File: src/rtl/range_hood_mode_ctrl_if.sv
// Button inputs and status outputs of the range hood mode controller.
// master drives the buttons, slave is the controller itself.
interface range_hood_mode_ctrl_if #(
    parameter int NUM_LEVELS = 3
);
    logic                  machine_state;
    logic                  menu_btn;
    logic [NUM_LEVELS-1:0] level_btn;
    logic                  clean_btn;
    logic [3:0]            mode_state;
    logic                  menu_btn_state;
    logic                  hurricane_mode_enabled;
    logic [15:0]           remain_s;
    logic [1:0]            disp_sel;
    logic [NUM_LEVELS+1:0] led;
    logic                  clean_remind;

    modport master (
        output machine_state, menu_btn, level_btn, clean_btn,
        input  mode_state, menu_btn_state, hurricane_mode_enabled, remain_s,
               disp_sel, led, clean_remind
    );

    modport slave (
        input  machine_state, menu_btn, level_btn, clean_btn,
        output mode_state, menu_btn_state, hurricane_mode_enabled, remain_s,
               disp_sel, led, clean_remind
    );
endinterface

File: src/rtl/range_hood_mode_ctrl.sv
// Range hood mode controller: power, menu, fan levels, hurricane boost, delayed return and self-clean.
// Defining CLEAN_REMIND_EN adds the run-time accumulator behind clean_remind.
module range_hood_mode_ctrl #(
    parameter int NUM_LEVELS  = 3,
    parameter int CLK_HZ      = 100000000,
    parameter int HURRICANE_S = 60,
    parameter int RETURN_S    = 60,
    parameter int CLEAN_S     = 180,
    parameter int REMIND_S    = 36000
) (
    input  logic                   clk,
    input  logic                   rst,
    range_hood_mode_ctrl_if.slave  bus
);
    localparam int PW = (CLK_HZ > 1) ? $clog2(CLK_HZ) : 1;

    typedef enum logic [2:0] {
        S_OFF,
        S_STANDBY,
        S_MENU,
        S_RUN,
        S_HURRICANE,
        S_RETURN,
        S_CLEAN
    } state_t;

    state_t                state_q, state_d;
    logic [3:0]            level_q, level_d;
    logic [15:0]           remain_q, remain_d;
    logic                  hur_en_q, hur_en_d;
    logic                  ms_prev_q;
    logic [PW-1:0]         presc_q, presc_d;
    logic [3:0]            mode_q, mode_d;
    logic                  menu_st_q;
    logic [1:0]            disp_q, disp_d;
    logic [NUM_LEVELS+1:0] led_q, led_d;
    logic                  remind_q, remind_d;
    logic                  tick_s, last_s, lvl_any_s, lvl_top_s;
    logic [3:0]            lvl_num_s;

    assign tick_s    = (presc_q == PW'(CLK_HZ - 1));
    assign last_s    = tick_s && (remain_q <= 16'd1);
    assign lvl_any_s = |bus.level_btn;
    assign lvl_top_s = bus.level_btn[NUM_LEVELS-1];
    // The prescaler realigns to every state entry so a timed state always lasts whole seconds.
    assign presc_d   = ((state_d != state_q) || tick_s) ? '0 : presc_q + PW'(1);

    // Highest pressed level button wins
    always_comb begin
        lvl_num_s = 4'd0;
        for (int i = 0; i < NUM_LEVELS; i++) begin
            lvl_num_s = bus.level_btn[i] ? 4'(i + 1) : lvl_num_s;
        end
    end

    // Next state, fan level, countdown and hurricane availability
    always_comb begin
        state_d  = state_q;
        level_d  = level_q;
        remain_d = remain_q;
        hur_en_d = hur_en_q;
        if (!bus.machine_state) begin
            state_d  = S_OFF;
            remain_d = 16'd0;
        end else begin
            case (state_q)
                S_OFF: begin
                    if (!ms_prev_q) begin
                        state_d  = S_STANDBY;
                        hur_en_d = 1'b1;
                    end else begin
                        state_d = S_OFF;
                    end
                end
                S_STANDBY: begin
                    if (bus.menu_btn) begin
                        state_d = S_MENU;
                    end else begin
                        state_d = S_STANDBY;
                    end
                end
                S_MENU: begin
                    // A refused hurricane request still consumes the press.
                    if (bus.menu_btn) begin
                        state_d = S_STANDBY;
                    end else if (lvl_top_s) begin
                        if (hur_en_q) begin
                            state_d  = S_HURRICANE;
                            hur_en_d = 1'b0;
                            remain_d = 16'(HURRICANE_S);
                        end else begin
                            state_d = S_MENU;
                        end
                    end else if (lvl_any_s) begin
                        state_d = S_RUN;
                        level_d = lvl_num_s;
                    end else if (bus.clean_btn) begin
                        state_d  = S_CLEAN;
                        remain_d = 16'(CLEAN_S);
                    end else begin
                        state_d = S_MENU;
                    end
                end
                S_RUN: begin
                    if (bus.menu_btn) begin
                        state_d = S_STANDBY;
                    end else if (lvl_any_s && !lvl_top_s) begin
                        level_d = lvl_num_s;
                    end else begin
                        level_d = level_q;
                    end
                end
                S_HURRICANE: begin
                    if (bus.menu_btn) begin
                        state_d  = S_RETURN;
                        remain_d = 16'(RETURN_S);
                    end else if (last_s) begin
                        state_d  = S_RUN;
                        level_d  = 4'(NUM_LEVELS - 1);
                        remain_d = 16'd0;
                    end else if (tick_s) begin
                        remain_d = remain_q - 16'd1;
                    end else begin
                        remain_d = remain_q;
                    end
                end
                S_RETURN, S_CLEAN: begin
                    if (last_s) begin
                        state_d  = S_STANDBY;
                        remain_d = 16'd0;
                    end else if (tick_s) begin
                        remain_d = remain_q - 16'd1;
                    end else begin
                        remain_d = remain_q;
                    end
                end
                default: begin
                    state_d  = S_OFF;
                    remain_d = 16'd0;
                end
            endcase
        end
    end

    // Output decode from the upcoming state so the outputs register alongside it
    always_comb begin
        case (state_d)
            S_OFF:             begin mode_d = 4'd15;                disp_d = 2'd3; end
            S_STANDBY, S_MENU: begin mode_d = 4'd0;                 disp_d = 2'd0; end
            S_RUN:             begin mode_d = level_d;              disp_d = 2'd1; end
            S_HURRICANE:       begin mode_d = 4'(NUM_LEVELS);       disp_d = 2'd1; end
            S_RETURN:          begin mode_d = 4'(NUM_LEVELS - 1);   disp_d = 2'd1; end
            S_CLEAN:           begin mode_d = 4'(NUM_LEVELS + 1);   disp_d = 2'd2; end
            default:           begin mode_d = 4'd15;                disp_d = 2'd3; end
        endcase
        for (int i = 0; i < NUM_LEVELS + 2; i++) begin
            led_d[i] = (state_d != S_OFF) && (mode_d == 4'(i));
        end
    end

`ifdef CLEAN_REMIND_EN
    logic [31:0] acc_q, acc_d;

    // Run-time accumulator: counts fan seconds, survives power-off, cleared by a finished clean
    always_comb begin
        if ((state_q == S_CLEAN) && (state_d == S_STANDBY)) begin
            acc_d = 32'd0;
        end else if (tick_s && (acc_q != 32'hFFFF_FFFF) &&
                     ((state_q == S_RUN) || (state_q == S_HURRICANE) || (state_q == S_RETURN))) begin
            acc_d = acc_q + 32'd1;
        end else begin
            acc_d = acc_q;
        end
    end

    // Accumulator register
    always_ff @(posedge clk) begin
        if (rst) begin
            acc_q <= 32'd0;
        end else begin
            acc_q <= acc_d;
        end
    end

    assign remind_d = (acc_d >= 32'(REMIND_S));
`else
    logic remind_cfg_unused_s;
    assign remind_cfg_unused_s = ^32'(REMIND_S);
    assign remind_d            = 1'b0;
`endif

    // State, timer and registered output bank
    always_ff @(posedge clk) begin
        if (rst) begin
            state_q   <= S_OFF;
            level_q   <= 4'd1;
            remain_q  <= 16'd0;
            hur_en_q  <= 1'b0;
            ms_prev_q <= 1'b0;
            presc_q   <= '0;
            mode_q    <= 4'd15;
            menu_st_q <= 1'b0;
            disp_q    <= 2'd3;
            led_q     <= '0;
            remind_q  <= 1'b0;
        end else begin
            state_q   <= state_d;
            level_q   <= level_d;
            remain_q  <= remain_d;
            hur_en_q  <= hur_en_d;
            ms_prev_q <= bus.machine_state;
            presc_q   <= presc_d;
            mode_q    <= mode_d;
            menu_st_q <= (state_d == S_MENU);
            disp_q    <= disp_d;
            led_q     <= led_d;
            remind_q  <= remind_d;
        end
    end

    assign bus.mode_state             = mode_q;
    assign bus.menu_btn_state         = menu_st_q;
    assign bus.hurricane_mode_enabled = hur_en_q;
    assign bus.remain_s               = remain_q;
    assign bus.disp_sel               = disp_q;
    assign bus.led                    = led_q;
    assign bus.clean_remind           = remind_q;
endmodule

File: src/flat_wrapper.sv
// flat-port wrapper written by rule: the top's interface ports become plain ports
module range_hood_mode_ctrl_flat 
#(
    parameter int NUM_LEVELS  = 3,
    parameter int CLK_HZ      = 100000000,
    parameter int HURRICANE_S = 60,
    parameter int RETURN_S    = 60,
    parameter int CLEAN_S     = 180,
    parameter int REMIND_S    = 36000
)
  (clk, rst, bus_machine_state, bus_menu_btn, bus_level_btn, bus_clean_btn, bus_mode_state, bus_menu_btn_state, bus_hurricane_mode_enabled, bus_remain_s, bus_disp_sel, bus_led, bus_clean_remind);
  range_hood_mode_ctrl_if #(.NUM_LEVELS(NUM_LEVELS)) bus_i ();
  input  logic clk;
  input  logic rst;
  input wire logic [$bits(bus_i.machine_state)-1:0] bus_machine_state;
  input wire logic [$bits(bus_i.menu_btn)-1:0] bus_menu_btn;
  input wire logic [$bits(bus_i.level_btn)-1:0] bus_level_btn;
  input wire logic [$bits(bus_i.clean_btn)-1:0] bus_clean_btn;
  output wire logic [$bits(bus_i.mode_state)-1:0] bus_mode_state;
  output wire logic [$bits(bus_i.menu_btn_state)-1:0] bus_menu_btn_state;
  output wire logic [$bits(bus_i.hurricane_mode_enabled)-1:0] bus_hurricane_mode_enabled;
  output wire logic [$bits(bus_i.remain_s)-1:0] bus_remain_s;
  output wire logic [$bits(bus_i.disp_sel)-1:0] bus_disp_sel;
  output wire logic [$bits(bus_i.led)-1:0] bus_led;
  output wire logic [$bits(bus_i.clean_remind)-1:0] bus_clean_remind;
  assign bus_i.machine_state = bus_machine_state;
  assign bus_i.menu_btn = bus_menu_btn;
  assign bus_i.level_btn = bus_level_btn;
  assign bus_i.clean_btn = bus_clean_btn;
  assign bus_mode_state = bus_i.mode_state;
  assign bus_menu_btn_state = bus_i.menu_btn_state;
  assign bus_hurricane_mode_enabled = bus_i.hurricane_mode_enabled;
  assign bus_remain_s = bus_i.remain_s;
  assign bus_disp_sel = bus_i.disp_sel;
  assign bus_led = bus_i.led;
  assign bus_clean_remind = bus_i.clean_remind;
  range_hood_mode_ctrl #(.NUM_LEVELS(NUM_LEVELS), .CLK_HZ(CLK_HZ), .HURRICANE_S(HURRICANE_S), .RETURN_S(RETURN_S), .CLEAN_S(CLEAN_S), .REMIND_S(REMIND_S)) u_core (.clk(clk), .rst(rst), .bus(bus_i));
endmodule
File: config.mk
export PLATFORM = sky130hd
export DESIGN_NAME = range_hood_mode_ctrl_flat
export DESIGN_NICKNAME = d
export VERILOG_FILES = /design/src/rtl/range_hood_mode_ctrl_if.sv /design/src/rtl/range_hood_mode_ctrl.sv /design/src/flat_wrapper.sv
export SDC_FILE = /design/constraint.sdc
export NUM_CORES = 1
export LEC_CHECK = 0
export CAP_MARGIN = 10
export CORE_UTILIZATION = 45
export DETAILED_ROUTE_END_ITERATION = 16
export GPL_ROUTABILITY_DRIVEN = 0
export GPL_TIMING_DRIVEN = 1
export PLACE_DENSITY = 0.66
export RECOVER_POWER = 25
export SYNTH_ARGS = -nofsm -noshare
export SYNTH_HDL_FRONTEND = slang
export SYNTH_SLANG_ARGS = --single-unit
File: constraint.sdc
create_clock -name clk -period 3.03 [get_ports clk]
set_clock_uncertainty 0.2 [all_clocks]
set_input_delay 0.606 -clock clk [delete_from_list [all_inputs] [get_ports clk]]
set_output_delay 0.606 -clock clk [all_outputs]
set_load 0.01 [all_outputs]
==> results of run 1 <==
worst max-delay path by stage:
stage | from | end | slack (ns) | cells past startpoint
6_report | bus_level_btn[1] | u_core.presc_q[4] | 0.02 | 11
3_3_place_gp | bus_level_btn[2] | u_core.presc_q[24] | -0.52 | 9
5_1_grt | bus_level_btn[1] | u_core.presc_q[19] | -0.10 | 11
4_1_cts | bus_level_btn[2] | u_core.bus.led[1] | 0.01 | 10
3_5_place_dp | bus_level_btn[2] | u_core.presc_q[4] | -0.54 | 9
2_1_floorplan | bus_level_btn[2] | u_core.presc_q[16] | 0.14 | 8
state kept, by name, summed over array words and instances, names as in the netlist:
name,count
u_core.presc_q,27
u_core.state_q,3
u_core.bus.remain_s,16
u_core.bus.menu_btn_state,1
u_core.bus.hurricane_mode_enabled,1
u_core.bus.led,5
u_core.level_q,4
u_core.ms_prev_q,1
u_core.bus.disp_sel,2
u_core.bus.mode_state,4
routing by layer:
layer	GRT usage	routed length [µm]
met3	0.04807	411
met1	0.3018	3997
met4	0.1103	205
met2	0.3821	4050
met5	0	0
cells by family after synthesis:
logic type / Yosys count / synth area share
buf+inv: 28 / 0.03379
mux: 1 / 0.003417
xor+xnor: 34 / 0.09036
simple gates: 202 / 0.3265
other cells: 1 / 0.001138
fa+ha+maj: 3 / 0.01139
compound gates: 66 / 0.1447
flops: 64 / 0.3888
metrics by stage:
step / hold slack [ns] / area [µm²]
after floorplan: 0.2243 / 3296
after global placement: 0.2329 / 4048
final: 0.2470 / 4369
after CTS: 0.2486 / 4285
after global routing: 0.2810 / 4369
after detailed placement: 0.2365 / 4048
layout make-up:
cell class              count  share of cell area
inverters                  14             0.01203
repair buffers             83              0.1624
clock buffers              12             0.03780
multi-input cells         310              0.4608
clock inverters             4            0.006300
flip-flops and latches     64              0.2932
well taps                  96             0.02749
layout by cell type, fill, tap and decap left out, types with 3 or more instances in the layout:
cell type	Yosys	final
dfxtp_1	64	64
nor2_1	63	63
buf_4	1	46
nand2_1	32	32
xor2_1	23	23
clkdlybuf4s50_1	0	23
nand3_1	17	17
nand4_1	17	17
o21ai_0	16	16
inv_1	14	14
dlygate4sd3_1	0	13
clkbuf_8	0	12
a21oi_1	11	11
nor3_1	11	11
xnor2_1	11	10
and3_1	7	7
nor2b_1	7	7
nand2b_1	6	6
nor4_1	8	6
nor4b_1	5	4
nor3b_1	4	4
nor4_2	2	4
and2_1	4	4
and4_1	4	4
nand4_4	1	4
a21o_1	4	4
a221oi_1	3	3
or2_2	3	3
a31oi_1	4	3
ha_1	3	3
clkinvlp_4	0	3
worst register-to-register path, cell delays in order (launching register included):
cell and delay [ns]:
dfxtp_1 0.31, buf_4 0.15, ha_1 0.23, o2111ai_2 0.34, nor4_2 0.13, o311ai_1 0.59
buf_4 0.24, nor2_1 0.04, o2bb2ai_1 0.21, buf_4 0.18, nor4b_1 0.21
timing repair:
item | CTS | global route
resized for setup | 5 | 6
pin swaps | 2 | 1
gates cloned | 1 | 2
setup buffers | 0 | 3
endpoints found under the setup margin | 33 | 35
power by group through the flow:
stage                     sequential (W)  clock [W]  combinational (W)
after floorplan                 0.000882          0          0.0000743
after global placement          0.000881          0           0.000141
after detailed placement        0.000881          0           0.000142
after CTS                       0.000861   0.000723           0.000152
after global routing            0.000863   0.000762           0.000181
final                           0.000861   0.000717           0.000165
==> reports/qor.yml, run 1 <==
status: "complete, no violations"
htreeDepth: 3
hp-start: "u_core.level_q[2]"
cap_violations: 0
finalNetCount: 493
hold_depth: 2
cts_hold_buffers: 0
hold_viol: 0
end_kind: "flop"
worst_path_most_repeated_cell: "buf_4"
crit_chain: "clkdlybuf4s50_1, buf_4, o21bai_1, buf_4, nand3_1, o211a_1, buf_4, o311a_1, xnor2_2, nand4_4, nor2_1"
power.density_nw_per_um2: 399.1
dieWidth_um: 87.58
multiInputGateArea_um2: 2013
rows: 30
antenna_found_initial: 0
cts_buffer_depth: 2
synthFlopType: "dfxtp_1"
final_util: 0.6292
power.share.clock: 0.411
die_area_um2: 7670
cts_tree: "done"
setup_violations: 0
nFillCells: 622
postSynthCellCount: 399
hold_class: "flop to flop"
routed-via-count: 3239
maxSlewHeadroom: 0.5731
avgViaCountPerCell: 5.556
post-dp-hpwl_um: 6036
slowest_stage: "xnor2_2"
first_global_vias: 3057
insertion_delay_ns: 0.35
yosysSeqAreaShare: 0.3888
syn_area_per_cell_um2: 8.260
port_buffers: 36
r2r_setup_slack_ns: 0.12
clock-sinks: 64
cp.required_ns: 3.10
pwr-share-comb: 0.095
yosys.area.top_type_share: 0.3888
grt-ovfl-total: 0
worstHoldEndpoint: "u_core.level_q[2]"
worstSetupStartpointType: "input port"
grtUsageTotal: 0.2358
setup_tns_ns: 0
dpl_worst_slack_ns: -0.5431
cpPeakStageDelay_ns: 0.48
path_delay_family: "buffers and inverters"
arrival_ns: 3.08
ys_top_cells_by_area: "dfxtp_1, nor2_1, xor2_1, nand2_1, nand4_1"
io_pins: 38
timing.critical_path.buf_inv: 4
p_leak_nw: 1.557
p_sw_frac: 0.2598
fin_ws_ns: 0.02471
drive_above_1_share: 0.1766
rr_endpoint: "u_core.bus.led[2]"
syn-num-nets: 410
core_um2: 6944
clockRootBuffer: "clkbuf_8"
async_flop_share: 0
timing.fmax_mhz: 332.7
ys_types: 66
drc: 0
fin_total_pwr_w: 0.001744
clk_pin_slew_worst_paths_ns: 0.08
synthToLayoutAreaGrowth_pct: 32.57
start_util: 0.4746
p_switching_w: 0.0004529
synth-seq-cells: 64
detail-route-antenna-nets: 0
synth_common_cells: "dfxtp_1, nor2_1, nand2_1"
drt_iter0_markers: 169
firstDrtPassIters: 5
synth_top_area_cell: "dfxtp_1"
synth_area_um2: 3296
rsz0062_at_grt: "true"
dp_cells: 561
regArea_um2: 1281
antenna-diode-count: 0
post-route-period-util: 0.9918
r2r_start: "u_core.bus.remain_s[0]"
finalMaxSlewViolations: 0
synth_most_common_cell: "dfxtp_1"
worstRegToRegCells: 10
irDropWorstVdd_mv: 0.3196
numCtsBuffers: 9
synth-edff-count: 0
dieHeight_um: 87.58
p_int_w: 0.001291
worst_pin_slew_ns: 0.6304
wl_per_cell_um: 14.86
drt_wl_total_um: 8665
final_cells: 583
seq_power_share: 0.494
crit_path_max_fanout: 7
grt_max_degree: 19
layout_min_cycle_time_ns: 3.005
grt_pass1_wl_um: 13970
timing_worst_setup_path_type: "input port to flop"
yosysWarnings: 0
Power figures use the tool's default switching activity.
==> run 2, diff against run 1 <==
CTS_CLUSTER_DIAMETER = 200   (was unset)
SLEW_MARGIN = 20   (was unset)
TNS_END_PERCENT = 100   (was unset)
==> results of run 2 <==
Final layout, timing and power as in run 1 (identical DEF).
==> run 3, diff against run 2 <==
CELL_PAD_IN_SITES_DETAIL_PLACEMENT = 0   (was unset)
CELL_PAD_IN_SITES_GLOBAL_PLACEMENT = 1   (was unset)
CORE_UTILIZATION = 40   (was 45)
PLACE_DENSITY = unset   (was 0.66)
PLACE_DENSITY_LB_ADDON = 0.1   (was unset)
==> reports/qor.yml, run 3 (synthesis gave the netlist of run 1 again) <==
maxSlewHeadroom: 0.6234  # was 0.5731
firstDrtPassIters: 5  # unchanged
setup_violations: 0  # unchanged
dieWidth_um: 92.77  # was 87.58 µm
layout_commonest_cell: "dfxtp_1"  # unchanged
dpl_worst_slack_ns: -0.5860  # was -0.5431 ns
grt_max_degree: 28  # was 19
drt_wl_total_um: 8731  # was 8665 µm
end_kind: "flop"  # unchanged
final_cell_mix: "dfxtp_1, nor2_1, buf_4"  # unchanged
crit_path_max_fanout: 7  # unchanged
cts_tree: "done"  # unchanged
largest_reg_flops: 27  # unchanged
layout_min_cycle_time_ns: 2.909  # was 3.005 ns
first_global_vias: 3037  # was 3,057
cap_violations: 0  # unchanged
timing.fmax_mhz: 343.7  # was 332.7 MHz
htreeDepth: 3  # unchanged
worstSetupStartpointType: "input port"  # unchanged
cp.required_ns: 3.07  # was 3.10 ns
start_util: 0.4200  # was 0.4746
status: "complete, no violations"  # unchanged
drive_above_1_share: 0.1964  # was 0.1766
cts_buffer_depth: 2  # unchanged
grt-ovfl-total: 0  # unchanged
post-route-period-util: 0.9602  # was 0.9918
grt_pass1_wl_um: 14500  # was 13,970 µm
power.density_nw_per_um2: 433.1  # was 399.1 nW/µm²
fin_ws_ns: 0.1206  # was 0.02471 ns
grtUsageTotal: 0.2123  # was 0.2358
routed-via-count: 3220  # was 3,239
clockRootBuffer: "clkbuf_8"  # unchanged
die_area_um2: 8606  # was 7670 µm²
antenna-diode-count: 0  # unchanged
nFillCells: 771  # was 622
placed_cell_area_um2: 4158  # was 4048 µm²
wl_per_cell_um: 14.65  # was 14.86 µm
worst_pin_slew_ns: 0.5605  # was 0.6304 ns
drt_iter0_markers: 84  # was 169
rows: 32  # was 30
hold_class: "flop to flop"  # unchanged
irDropWorstVdd_mv: 0.2684  # was 0.3196 mV
timing_worst_setup_path_type: "input port to flop"  # unchanged
port_buffers: 36  # unchanged
avgViaCountPerCell: 5.403  # was 5.556
synthToLayoutAreaGrowth_pct: 37.28  # was 32.57%
antenna_found_initial: 0  # unchanged
core_um2: 7848  # was 6944 µm²
clk_pin_slew_worst_paths_ns: 0.08  # about the same
arrival_ns: 2.95  # was 3.08 ns
hold_slack_ns: 0.2602  # was 0.2470 ns
post-dp-hpwl_um: 6372  # was 6036 µm
drc: 0  # unchanged
finalMaxSlewViolations: 0  # unchanged
largest-register: "u_core.presc_q"  # unchanged
finalNetCount: 500  # was 493
io_pins: 38  # unchanged
numCtsBuffers: 9  # unchanged
fin_total_pwr_w: 0.001960  # was 0.001744 W
rsz0062_at_grt: "false"  # was true
dieHeight_um: 92.77  # was 87.58 µm
insertion_delay_ns: 0.36  # was 0.35 ns
p_leak_nw: 1.671  # was 1.557 nW
clock-sinks: 64  # unchanged
hold_viol: 0  # unchanged
fin_area_um2: 4524  # was 4369 µm²
detail-route-antenna-nets: 0  # unchanged
## run 3: timing repair
action / CTS / global route
gates resized for setup: 6 / 12
pin swaps: 3 / 4
buffers inserted: 0 / 1
endpoints found under the setup margin: 33 / 40
hold buffers: 0 / 0
cloned: 0 / 0
## run 3: final cells by class
class                   count  area, µm²  area share
well taps                 102      127.6     0.02821
flip-flops and latches     64       1281      0.2832
multi-input cells         307       2017      0.4458
clock buffers               9      123.9     0.02738
clock inverters             7      125.1     0.02765
inverters                  14      52.55     0.01162
repair buffers             93      797.0      0.1762
## run 3: through the flow
step	std cells	utilization	TNS (ns)
floorplan	399	-	0
global placement	579	0.5298	-16.57
finish	596	0.5765	0
CTS	595	0.5660	0
detailed placement	579	0.5298	-16.07
global route	596	0.5765	0
## run 3: worst max-delay path, stage by stage
cell and delay, ns:
clkdlybuf4s50_1 0.42, buf_4 0.17, o21bai_1 0.19, a221oi_2 0.41
buf_4 0.17, o311a_1 0.30, nand3_1 0.15, o31a_1 0.19
nor4_1 0.33
## run 3: path summary, 6_finish.rpt
check | start | endpoint | slack (ns) | depth (start not counted)
setup reg to reg | u_core.bus.remain_s[5] | u_core.bus.led[3] | 0.19 | 9
hold / removal | u_core.level_q[2] | u_core.level_q[2] | 0.26 | 2
hold reg to reg | u_core.level_q[2] | u_core.level_q[2] | 0.26 | 2
setup / recovery | bus_level_btn[2] | u_core.bus.led[0] | 0.12 | 9
## run 3: routing by layer
layer,vias up,global-route usage,share of wire
met3,11,0.04844,0.040
met5,-,0,0
met2,77,0.3388,0.47
met1,1524,0.2796,0.47
met4,0,0.07436,0.017
li1,1608,-,-
## run 3: report_power, final
| part | total, W | internal [W] | switching, W |
|---|---|---|---|
| clock network | 0.000936 | 0.000557 | 0.000380 |
| logic | 0.000161 | 0.0000772 | 0.0000840 |
| registers | 0.000862 | 0.000853 | 0.00000928 |
| total | 0.00196 | 0.00149 | 0.000473 |
